**config.mk**
```make
export PLATFORM = sky130hd
export DESIGN_NAME = ps2_paddle_decoder
export DESIGN_NICKNAME = d
export VERILOG_FILES = /design/src/rtl/pong_ps2_pkg.sv /design/src/rtl/ps2_rx_frame.sv /design/src/rtl/ps2_paddle_decoder.sv
export SDC_FILE = /design/constraint.sdc
export NUM_CORES = 1
export LEC_CHECK = 0
export CELL_PAD_IN_SITES_DETAIL_PLACEMENT = 1
export CELL_PAD_IN_SITES_GLOBAL_PLACEMENT = 2
export CORE_AREA = 2 2 107 68
export DETAILED_ROUTE_END_ITERATION = 10
export DIE_AREA = 0 0 109 70
export MAX_ROUTING_LAYER = met4
export PLACE_DENSITY_LB_ADDON = 0.1
export SYNTH_ARGS = -nofsm -noshare
export SYNTH_HDL_FRONTEND = slang
export SYNTH_SLANG_ARGS = --single-unit
```
**constraint.sdc**
```tcl
create_clock -name clk -period 2.85 [get_ports clk]
set_input_delay 0.57 -clock clk [delete_from_list [all_inputs] [get_ports clk]]
set_output_delay 0.57 -clock clk [all_outputs]
set_load 0.02 [all_outputs]
```
**src/rtl/pong_ps2_pkg.sv**
```systemverilog
// Shared PS/2 constants and frame FSM state type
// for the pong keyboard front end.
package pong_ps2_pkg;

  localparam logic [7:0] SC_E0 = 8'hE0;
  localparam logic [7:0] SC_F0 = 8'hF0;
  localparam logic [7:0] SC_W  = 8'h1D;
  localparam logic [7:0] SC_S  = 8'h1B;

  typedef enum logic [1:0] {
    IDLE,
    DATA,
    PARITY,
    STOP
  } frame_state_e;

endpackage

```
**src/rtl/ps2_rx_frame.sv**
```systemverilog
// PS/2 pin synchroniser, clock filter and 11-bit frame receiver
// with inter-edge timeout.
module ps2_rx_frame
  import pong_ps2_pkg::*;
#(
  parameter int unsigned CLK_HZ     = 65_000_000,
  parameter int unsigned TIMEOUT_US = 200,
  parameter int unsigned FILTER_LEN = 8
) (
  input  logic       clk,
  input  logic       rst_n,
  input  logic       ps2_clk,
  input  logic       ps2_data,
  output logic [7:0] rx_byte,
  output logic       rx_valid,
  output logic       rx_err
);

  localparam int unsigned LIMIT = CLK_HZ / 1_000_000 * TIMEOUT_US;
  localparam int unsigned TW    = $clog2(LIMIT + 1);
  localparam int unsigned FW    = $clog2(FILTER_LEN + 1);
  localparam logic [TW-1:0] TMAX = TW'(LIMIT - 1);
  localparam logic [FW-1:0] FMAX = FW'(FILTER_LEN - 1);

  logic [1:0]    clk_sync;
  logic [1:0]    data_sync;
  logic          clk_s;
  logic          data_s;
  logic          filt;
  logic [FW-1:0] fcnt;
  logic          fall;

  frame_state_e  state, state_n;
  logic [7:0]    sh, sh_n;
  logic [2:0]    bcnt, bcnt_n;
  logic          par, par_n;
  logic [TW-1:0] tcnt, tcnt_n;

  assign clk_s  = clk_sync[1];
  assign data_s = data_sync[1];

  always_ff @(posedge clk or negedge rst_n) begin
    if (!rst_n) begin
      clk_sync  <= 2'b11;
      data_sync <= 2'b11;
    end else begin
      clk_sync  <= {clk_sync[0], ps2_clk};
      data_sync <= {data_sync[0], ps2_data};
    end
  end

  // filt follows clk_s only after FILTER_LEN consecutive differing samples
  always_ff @(posedge clk or negedge rst_n) begin
    if (!rst_n) begin
      filt <= 1'b1;
      fcnt <= '0;
    end else if (clk_s == filt) begin
      fcnt <= '0;
    end else if (fcnt == FMAX) begin
      filt <= clk_s;
      fcnt <= '0;
    end else begin
      fcnt <= fcnt + 1'b1;
    end
  end

  assign fall = filt && !clk_s && (fcnt == FMAX);

  always_ff @(posedge clk or negedge rst_n) begin
    if (!rst_n) begin
      state <= IDLE;
      sh    <= '0;
      bcnt  <= '0;
      par   <= 1'b0;
      tcnt  <= '0;
    end else begin
      state <= state_n;
      sh    <= sh_n;
      bcnt  <= bcnt_n;
      par   <= par_n;
      tcnt  <= tcnt_n;
    end
  end

  always_comb begin
    state_n  = state;
    sh_n     = sh;
    bcnt_n   = bcnt;
    par_n    = par;
    tcnt_n   = tcnt;
    rx_valid = 1'b0;
    rx_err   = 1'b0;
    if (fall) begin
      tcnt_n = '0;
      unique case (state)
        IDLE: begin
          if (!data_s) begin
            state_n = DATA;
            bcnt_n  = '0;
          end
        end
        DATA: begin
          sh_n   = {data_s, sh[7:1]};
          bcnt_n = bcnt + 3'd1;
          if (bcnt == 3'd7) state_n = PARITY;
        end
        PARITY: begin
          par_n   = data_s;
          state_n = STOP;
        end
        STOP: begin
          state_n = IDLE;
          if (data_s && (^{sh, par})) rx_valid = 1'b1;
          else rx_err = 1'b1;
        end
        default: state_n = IDLE;
      endcase
    end else if (state != IDLE) begin
      if (tcnt == TMAX) begin
        rx_err  = 1'b1;
        state_n = IDLE;
        tcnt_n  = '0;
      end else begin
        tcnt_n = tcnt + 1'b1;
      end
    end
  end

  assign rx_byte = sh;

endmodule

```
**src/rtl/ps2_paddle_decoder.sv**
```systemverilog
// PS/2 keyboard front end: make/break/extended tracking
// driving level-held up/down paddle requests.
module ps2_paddle_decoder
  import pong_ps2_pkg::*;
#(
  parameter int unsigned CLK_HZ     = 65_000_000,
  parameter int unsigned TIMEOUT_US = 200,
  parameter int unsigned FILTER_LEN = 8,
  parameter logic [7:0]  KEY_UP     = SC_W,
  parameter logic [7:0]  KEY_DOWN   = SC_S
) (
  input  logic       clk,
  input  logic       rst_n,
  input  logic       ps2_clk,
  input  logic       ps2_data,
  output logic       up,
  output logic       down,
  output logic [7:0] scancode,
  output logic       scancode_valid,
  output logic       frame_err
);

  logic [7:0] rx_byte;
  logic       rx_valid;
  logic       rx_err;
  logic       ext;
  logic       brk;

  ps2_rx_frame #(
    .CLK_HZ    (CLK_HZ),
    .TIMEOUT_US(TIMEOUT_US),
    .FILTER_LEN(FILTER_LEN)
  ) u_rx (
    .clk     (clk),
    .rst_n   (rst_n),
    .ps2_clk (ps2_clk),
    .ps2_data(ps2_data),
    .rx_byte (rx_byte),
    .rx_valid(rx_valid),
    .rx_err  (rx_err)
  );

  // prefixes persist across frame errors until a non-prefix code
  always_ff @(posedge clk or negedge rst_n) begin
    if (!rst_n) begin
      up             <= 1'b0;
      down           <= 1'b0;
      scancode       <= '0;
      scancode_valid <= 1'b0;
      frame_err      <= 1'b0;
      ext            <= 1'b0;
      brk            <= 1'b0;
    end else begin
      scancode_valid <= rx_valid;
      frame_err      <= rx_err;
      if (rx_valid) begin
        scancode <= rx_byte;
        unique case (1'b1)
          (rx_byte == SC_E0): ext <= 1'b1;
          (rx_byte == SC_F0): brk <= 1'b1;
          default: begin
            if (!ext && rx_byte == KEY_UP)   up   <= !brk;
            if (!ext && rx_byte == KEY_DOWN) down <= !brk;
            ext <= 1'b0;
            brk <= 1'b0;
          end
        endcase
      end
    end
  end

endmodule

```
Word level (Yosys, flattened, before mapping)
Cells that the tools add are included.
{"block": "totals", "register_bits": 51, "in_bits": 4, "output_inout_bits": 12, "word_cells": 84}
{"block": "classes", "addsub": 3, "n_eq_ne": 14, "muxes": 23, "bitwise": 4, "n_reduce_logical": 24}
{"op": "14-bit two-way mux", "count": 3}
{"op": "8-bit by 5-bit == test with 1-bit output (second input constant)", "count": 2}
{"op": "8-bit == test (second input constant)", "count": 2}
{"op": "14-bit by 1-bit adder with 14-bit output (second input constant)", "count": 1}
{"op": "14-bit == test (second input constant)", "count": 1}
{"op": "2-bit two-way mux", "count": 5}
{"op": "2-bit AND reduction", "count": 5}
{"op": "3-bit AND reduction", "count": 3}
{"op": "9-bit XOR reduction", "count": 1}
{"op": "1-bit two-way mux", "count": 8}
{"op": "4-bit two-way mux", "count": 2}
{"op": "2-bit case mux with 4 select lines", "count": 1}
{"op": "2-bit nonzero test", "count": 4}
{"op": "3-bit != test (second input constant)", "count": 2}
{"op": "3-bit case mux with 2 select lines", "count": 1}
{"op": "1-bit logical AND", "count": 5}
{"op": "4-bit by 1-bit adder with 4-bit output (second input constant)", "count": 1}
{"op": "2-bit == test (second input constant)", "count": 2}
{"op": "4-bit by 3-bit == test with 1-bit output (second input constant)", "count": 1}
{"op": "1-bit inverter", "count": 4}
{"op": "1-bit case mux with 2 select lines", "count": 2}
{"op": "4-bit AND reduction", "count": 1}
{"op": "3-bit by 1-bit adder with 3-bit output (second input constant)", "count": 1}
{"op": "3-bit == test (second input constant)", "count": 1}
{"op": "7 further kinds", "count": 9}

Depth between registers and ports, before layout
Gate-level depths: netlist (run 1).
{"block": "logic_depth", "depth_word": 6, "mapped_depth": 8, "depth_no_buf": 6}

Cells and area by module
Synthesis (run 1) repeated with hierarchy kept, for this count alone.
{"block": "hier_totals", "cells_unflattened": 226, "hier_area_um2": 2673.8}
{"mod": "ps2_rx_frame", "n_inst": 1, "cells_each": 186, "area_each_um2": 2102.0, "seq_area_each_um2": 932.1}
{"mod": "ps2_paddle_decoder", "n_inst": 1, "cells_each": 40, "area_each_um2": 571.8, "seq_area_each_um2": 350.3}

Least setup slack after synthesis (run 1)
Ideal clock, no wire load.
{"block": "synth_timing", "kind": "register to register", "start": "reg u_rx.sh[5] (netlist: u_rx.rx_byte[5])", "end": "reg up", "setup_ns": 0.125, "t_arrival_ns": 1.894, "t_required_ns": 2.725, "path_slack_ns": 0.831, "stages_incl_launch_ff": 5, "path_buffers": 0, "synth_period_minus_slack_ns": 2.019, "path_cell_list": "dfrtp_1 > or4b_2 > nor4_1 > and4bb_2 > mux2_2"}
{"block": "synth_via", "elab_chain_len": 6, "elab_cells_between_ends": 12, "classes_between": "3 x eq/ne; 3 x mux; 1 x bitwise; 5 x reduce/logical"}
{"element": "start: declaration", "line_no": "ps2_rx_frame.sv:34", "source": "logic [7:0] sh, sh_n;"}
{"element": "start signal: assignment", "line_no": "ps2_rx_frame.sv:78", "source": "sh <= sh_n;"}
{"element": "9-bit XOR reduction", "line_no": "ps2_rx_frame.sv:113", "source": "if (data_s && (^{sh, par})) rx_valid = 1'b1;"}
{"element": "1-bit logical AND", "line_no": "ps2_rx_frame.sv:113"}
{"element": "1-bit two-way mux", "line_no": "ps2_rx_frame.sv:113"}
{"element": "1-bit two-way mux", "line_no": "ps2_rx_frame.sv:95", "source": "unique case (state)"}
{"element": "1-bit two-way mux", "line_no": "ps2_rx_frame.sv:93", "source": "if (fall) begin"}
{"element": "3-bit AND reduction (no line) (*)"}
{"element": "end signal: assignment", "line_no": "ps2_paddle_decoder.sv:62", "source": "if (!ext && rx_byte == KEY_UP) up <= !brk;"}
{"element": "end: declaration", "line_no": "ps2_paddle_decoder.sv:16", "source": "output logic up,"}
Every way passes the cells marked *; elsewhere a longest branch is shown, timed or not.
A chain may end at the register's enable or synchronous reset.

Worst setup path after layout (run 1)
{"block": "layout_timing", "start": "reg u_rx.filt", "end": "reg up"}
{"block": "layout_via", "elab_chain_len": 4}
{"element": "start: declaration", "line_no": "ps2_rx_frame.sv:29", "source": "logic filt;"}
{"element": "start signal: assignment", "line_no": "ps2_rx_frame.sv:60", "source": "filt <= clk_s;"}
{"element": "1-bit logical AND (2 in a row)", "line_no": "ps2_rx_frame.sv:67", "source": "assign fall = filt && !clk_s && (fcnt == FMAX);"}
{"element": "1-bit two-way mux", "line_no": "ps2_rx_frame.sv:93"}
{"element": "3-bit AND reduction (no line)"}
No other way between the ends.

==> results.txt, run 1 <==
outcome = completed
Initial DRT Pass Iterations = 4
RSZ-0062 raised after global routing = no
DRC = 0
num ports = 16
maximum VDD drop = 0.210 mV
crit path kind = reg -> reg
clk_skew = 0.0127 ns
Setup crit start = u_rx.filt
Synth cell types = 51
number of diodes = 0
drt wl/cell = 17.1 um
post_cts resized = 0
CP arrival = 2.47 ns
htree depth = 2
Slew Viols, Final = 0
Syn Area/Cell = 11.3 um2
area delta synth->final = 14.0%
Leak Pwr = 1.28 nW
CTS clk-pin slew, worst paths = 0.09 ns
die height = 70 um
initial antenna violation count = 0
# clock sinks = 51
Worst-Margin Slew = 0.669 ns
PortBufs = 15
Clk Latency, worst-skew pair = 0.30 ns
Hold-fix buffers, CTS = 0
Mapped Cells = 230
routability cong. = 0.754
r2r worst-path depth = 5
total CTS buffers = 5
most common cell after layout, fill and taps aside = dfrtp_1
setup_tns = 0 ns
EDFF count, synth = 0
vias in the first global route = 1932
Syn Nets = 244
# fillers = 750
Core Footprint = 6820 um2
drt total wl = 5890 um
total global-route track usage = 18.0%
Post-DP HPWL = 4290 um
Overflow after GRT = 0
final worst-path cycle share = 80.2%
Crit-path slowest cell = dfstp_2
worst r2r src = u_rx.filt
layout cell share with drive strength beyond 1 = 18.2%
Die X = 109 um
cell family with most CP delay = simple AND/OR/NAND/NOR gates
post-synthesis register bit count = 51
first-pass GRT wire length = 10200 um
sequential area share after synthesis = 49.5%
most frequent cells in the layout = dfrtp_1, nand2_1, mux2_2, nor2_1, clkdlybuf4s50_1
Slew HR = 55.4%
Bufs and invs on worst path = 0
Initial Utilization = 38.0%
MaxCap Viol Count = 0
root buffer cell = clkbuf_8
Hold Slack = 0.297 ns
Worst R2R Setup Slack = 0.56 ns
fmax = 437 MHz
antenna-violating nets left = 0
Clock Tree Buf Depth = 2
CP Capture Type = flip-flop
postcts setup bufs = 0
die area = 7630 um2
Final nets = 266
Ys Warns = 0
CTS tree = done
CP Cell Sequence = ha_1, nand4b_1, nor4_1, and4bb_2, mux2_2
setup violators final = 0
CP required = 3.04 ns
routed vias = 1882
max incr delay on CP = 0.55 ns
worst r2r dst = up
Synth Flop Type = dfrtp_1
Core Rows = 24
1st-iter DRT viols = 95
path type of the worst min-delay path = in -> async
largest net degree at the start of global routing = 29
Worst Setup Start Kind = flip-flop
pwr dens = 516 nW/um2
Async SR Flop Fraction = 100%
Vias/cell = 5.47
Mapped Area = 2590 um2
Final Hold Viols = 0
min Tclk post-route = 2.29 ns
largest fanout on the critical path = 9
==> sequential cells by signal (all words and copies together), names as in the netlist <==
signal and cells:
u_rx.tcnt 14, scancode 8, u_rx.rx_byte 8, u_rx.fcnt 4, u_rx.bcnt 3, u_rx.clk_sync 2, u_rx.data_sync 2, u_rx.state 2
brk 1, down 1, ext 1, frame_err 1, scancode_valid 1, u_rx.filt 1, u_rx.par 1, up 1
==> report_power, final <==
group | total [mW] | switching (mW) | internal (mW)
Clock | 0.408 | 0.233 | 0.175
Combinational | 0.257 | 0.151 | 0.106
Sequential | 0.858 | 0.0686 | 0.789
==> logic make-up after synthesis <==
logic type / after synthesis / share of synthesized area, %
xor gates and xnor gates: 14 / 5.85
AOI/OAI and AO/OA: 38 / 10.4
adders and majority gates: 10 / 4.83
buffers and inverters: 16 / 2.32
muxes: 23 / 10.3
and+or+nand+nor: 78 / 16.7
DFF: 51 / 49.5
==> Yosys cell counts (6+ instances only) <==
cell type / number / area share [%]
nand3_1: 7 / 1.4
dfrtp_1: 46 / 44
clkbuf_1: 6 / 0.87
inv_1: 10 / 1.4
nand2_1: 20 / 2.9
nor2_1: 14 / 2.0
mux2_2: 20 / 8.7
xnor2_1: 11 / 3.7
a21oi_1: 6 / 1.2
o21ai_0: 7 / 1.4
ha_1: 10 / 4.8
==> worst max-delay path by stage <==
| stage | to | cells past startpoint |
|---|---|---|
| global route | up | 5 |
| CTS | up | 5 |
| floorplan | up | 4 |
| finish | up | 5 |
| global placement | up | 5 |
| detailed placement | up | 5 |
==> stage by stage <==
stage	worst slack, ns	power (mW)	cell area [um2]	util [%]	instances
finish	0.563	1.52	2950	43.3	344
global route	0.288	1.63	2950	43.3	344
CTS	0.545	1.55	2950	43.3	344
detailed placement	0.591	1.13	2870	42.1	336
global placement	0.637	1.12	2870	42.1	336
floorplan	0.831	1.04	2590	-	230
==> layout make-up <==
class	instances	area [um2]	share of cell area (%)
clock buffers	8	80.1	2.71
inverters	10	37.5	1.27
multi-input cells	163	1250	42.3
flip-flops and latches	51	1280	43.5
well taps	91	114	3.86
repair buffers	21	190	6.44
==> routing by layer <==
layer  share of wire (%)  wire length, um  vias to the layer above  global-route usage (%)
met3                 3.7              216                        5                    3.64
li1                    -                -                      895                       -
met5                   0                0                        -                       -
met1                  56             3290                      958                    29.0
met2                  40             2340                       24                    23.1
met4                0.58               34                        0                    3.42
Note: power is estimated with default switching activity, not from simulation.
==> inputs of run 2 (changes only) <==
==> constraint.sdc (replaced) <==
create_clock -name clk -period 2.15 [get_ports clk]
set_input_delay 0.43 -clock clk [delete_from_list [all_inputs] [get_ports clk]]
set_output_delay 0.43 -clock clk [all_outputs]
set_load 0.02 [all_outputs]
==> run 2 against run 1 <==
Effect of this change:
- via count grew 2.0%
- clock-buffer cell count shrank 2
- die area is the same
- clock power grew 36%
- design area grew 6.3%
- maximum frequency grew 11%
- setup slack lost 0.48 ns
- clock skew shrank 0.0034 ns
- combinational power grew 51%
- sequential power grew 33%
- critical path type unchanged
- largest power group unchanged
- highest routed layer unchanged
==> results.txt, run 2 (same netlist as run 1, synthesis figures left out) <==
post-layout instance area = 3140 um2
die area = 7630 um2
CP arrival = 2.27 ns
min Tclk post-route = 2.06 ns
clk_skew = 0.00928 ns
r2r worst-path depth = 4
Hold-fix buffers, CTS = 0
num ports = 16
Initial Utilization = 38.0%
Placement Cell Area = 3020 um2
Vias/cell = 5.30
maximum VDD drop = 0.350 mV
Worst R2R Setup Slack = 0.09 ns
Final nets = 284
Setup Slack @ Placement = -0.0692 ns
sw frac = 30.6%
CTS tree = done
MaxCap Viol Count = 0
Leak Pwr = 1.40 nW
switching pwr = 636 uW
Tot Pwr = 2.08 mW
Placed Instances = 353
Die X = 109 um
first-pass GRT wire length = 10600 um
Worst-Margin Slew = 0.461 ns
Clk Latency, worst-skew pair = 0.31 ns
Hold Slack = 0.0975 ns
htree depth = 2
largest net degree at the start of global routing = 52
CP Capture Type = flip-flop
drt total wl = 6110 um
layout cell share with drive strength beyond 1 = 25.1%
Final Hold Viols = 0
fin util = 46.0%
share of power burned in the clock network = 26.6%
vias in the first global route = 1997
number of flip-flops in the largest register = 14
outcome = completed
routed vias = 1919
Crit-path slowest cell = or4b_2
Logic pwr share = 18.7%
crit path kind = reg -> reg
fin worst setup slack = 0.0874 ns
most frequent cells in the layout = dfrtp_1, buf_4, nand2_1, mux2_2
Post-DP HPWL = 4390 um
Worst Setup Start Kind = flip-flop
pwr dens = 662 nW/um2
largest fanout on the critical path = 2
DRC = 0
# fillers = 736
total CTS buffers = 5
setup_tns = 0 ns
# clock sinks = 51
area delta synth->final = 21.2%
Core Rows = 24
setup violators final = 0
CP required = 2.35 ns
RSZ-0062 raised after global routing = no
fmax = 485 MHz
antenna-violating nets left = 0
drt wl/cell = 16.9 um
Initial DRT Pass Iterations = 4
Overflow after GRT = 0
worst r2r src = u_rx.rx_byte[5]
most flop-heavy register = u_rx.tcnt
power share of the sequential group = 54.7%
worst r2r dst = up
die height = 70 um
cell family with most CP delay = simple AND/OR/NAND/NOR gates
Power Internal = 1.44 mW
CTS clk-pin slew, worst paths = 0.09 ns
Slew HR = 69.2%
root buffer cell = clkbuf_8
routability cong. = 0.762
Slew Viols, Final = 0
total global-route track usage = 18.7%
number of diodes = 0
Core Footprint = 6820 um2
most common cell after layout, fill and taps aside = dfrtp_1
CP Cell Sequence = or4b_2, nor4_4, and4bb_2, mux2_2
path type of the worst min-delay path = in -> async
Final Instance Count excl. Fillers = 362
max incr delay on CP = 0.71 ns
initial antenna violation count = 0
Bufs and invs on worst path = 0
PortBufs = 15
final worst-path cycle share = 95.9%
1st-iter DRT viols = 83
Clock Tree Buf Depth = 2
==> run 2: timing repair <==
action,in CTS,in global routing
endpoints found under the setup margin,1,4
buffers inserted,0,1
resized for setup,1,3
pin swaps,0,1
==> run 2: final cells by class <==
| cell class | instances | area (um2) | share of cell area (%) |
|---|---|---|---|
| flip-flops and latches | 51 | 1280 | 40.9 |
| inverters | 10 | 37.5 | 1.20 |
| clock inverters | 2 | 12.5 | 0.399 |
| repair buffers | 39 | 350 | 11.2 |
| clock buffers | 6 | 72.6 | 2.31 |
| multi-input cells | 163 | 1270 | 40.4 |
| well taps | 91 | 114 | 3.63 |
==> run 2: layer usage <==
layer / part of all wire [%] / track usage [%]
met4: 1.2 / 4.70
met1: 55 / 28.4
met2: 40 / 24.8
met5: 0 / -
met3: 4.1 / 4.20
==> run 2: power groups by stage <==
stage | logic, mW | registers, mW | clock network [mW]
after floorplan | 0.248 | 1.13 | 0
after global placement | 0.369 | 1.15 | 0
after detailed placement | 0.378 | 1.15 | 0
after CTS | 0.387 | 1.14 | 0.586
after global routing | 0.446 | 1.15 | 0.613
final | 0.388 | 1.14 | 0.554
==> run 2: worst max-delay path by stage <==
stage	start	end	slack (ns)	cells after the start
6_report	u_rx.rx_byte[5]	up	0.09	4
5_1_grt	u_rx.rx_byte[5]	up	0.03	4
2_1_floorplan	u_rx.rx_byte[5]	up	0.13	4
4_1_cts	u_rx.filt	up	0.02	5
3_3_place_gp	u_rx.rx_byte[5]	up	0.07	4
3_5_place_dp	u_rx.filt	up	-0.07	5
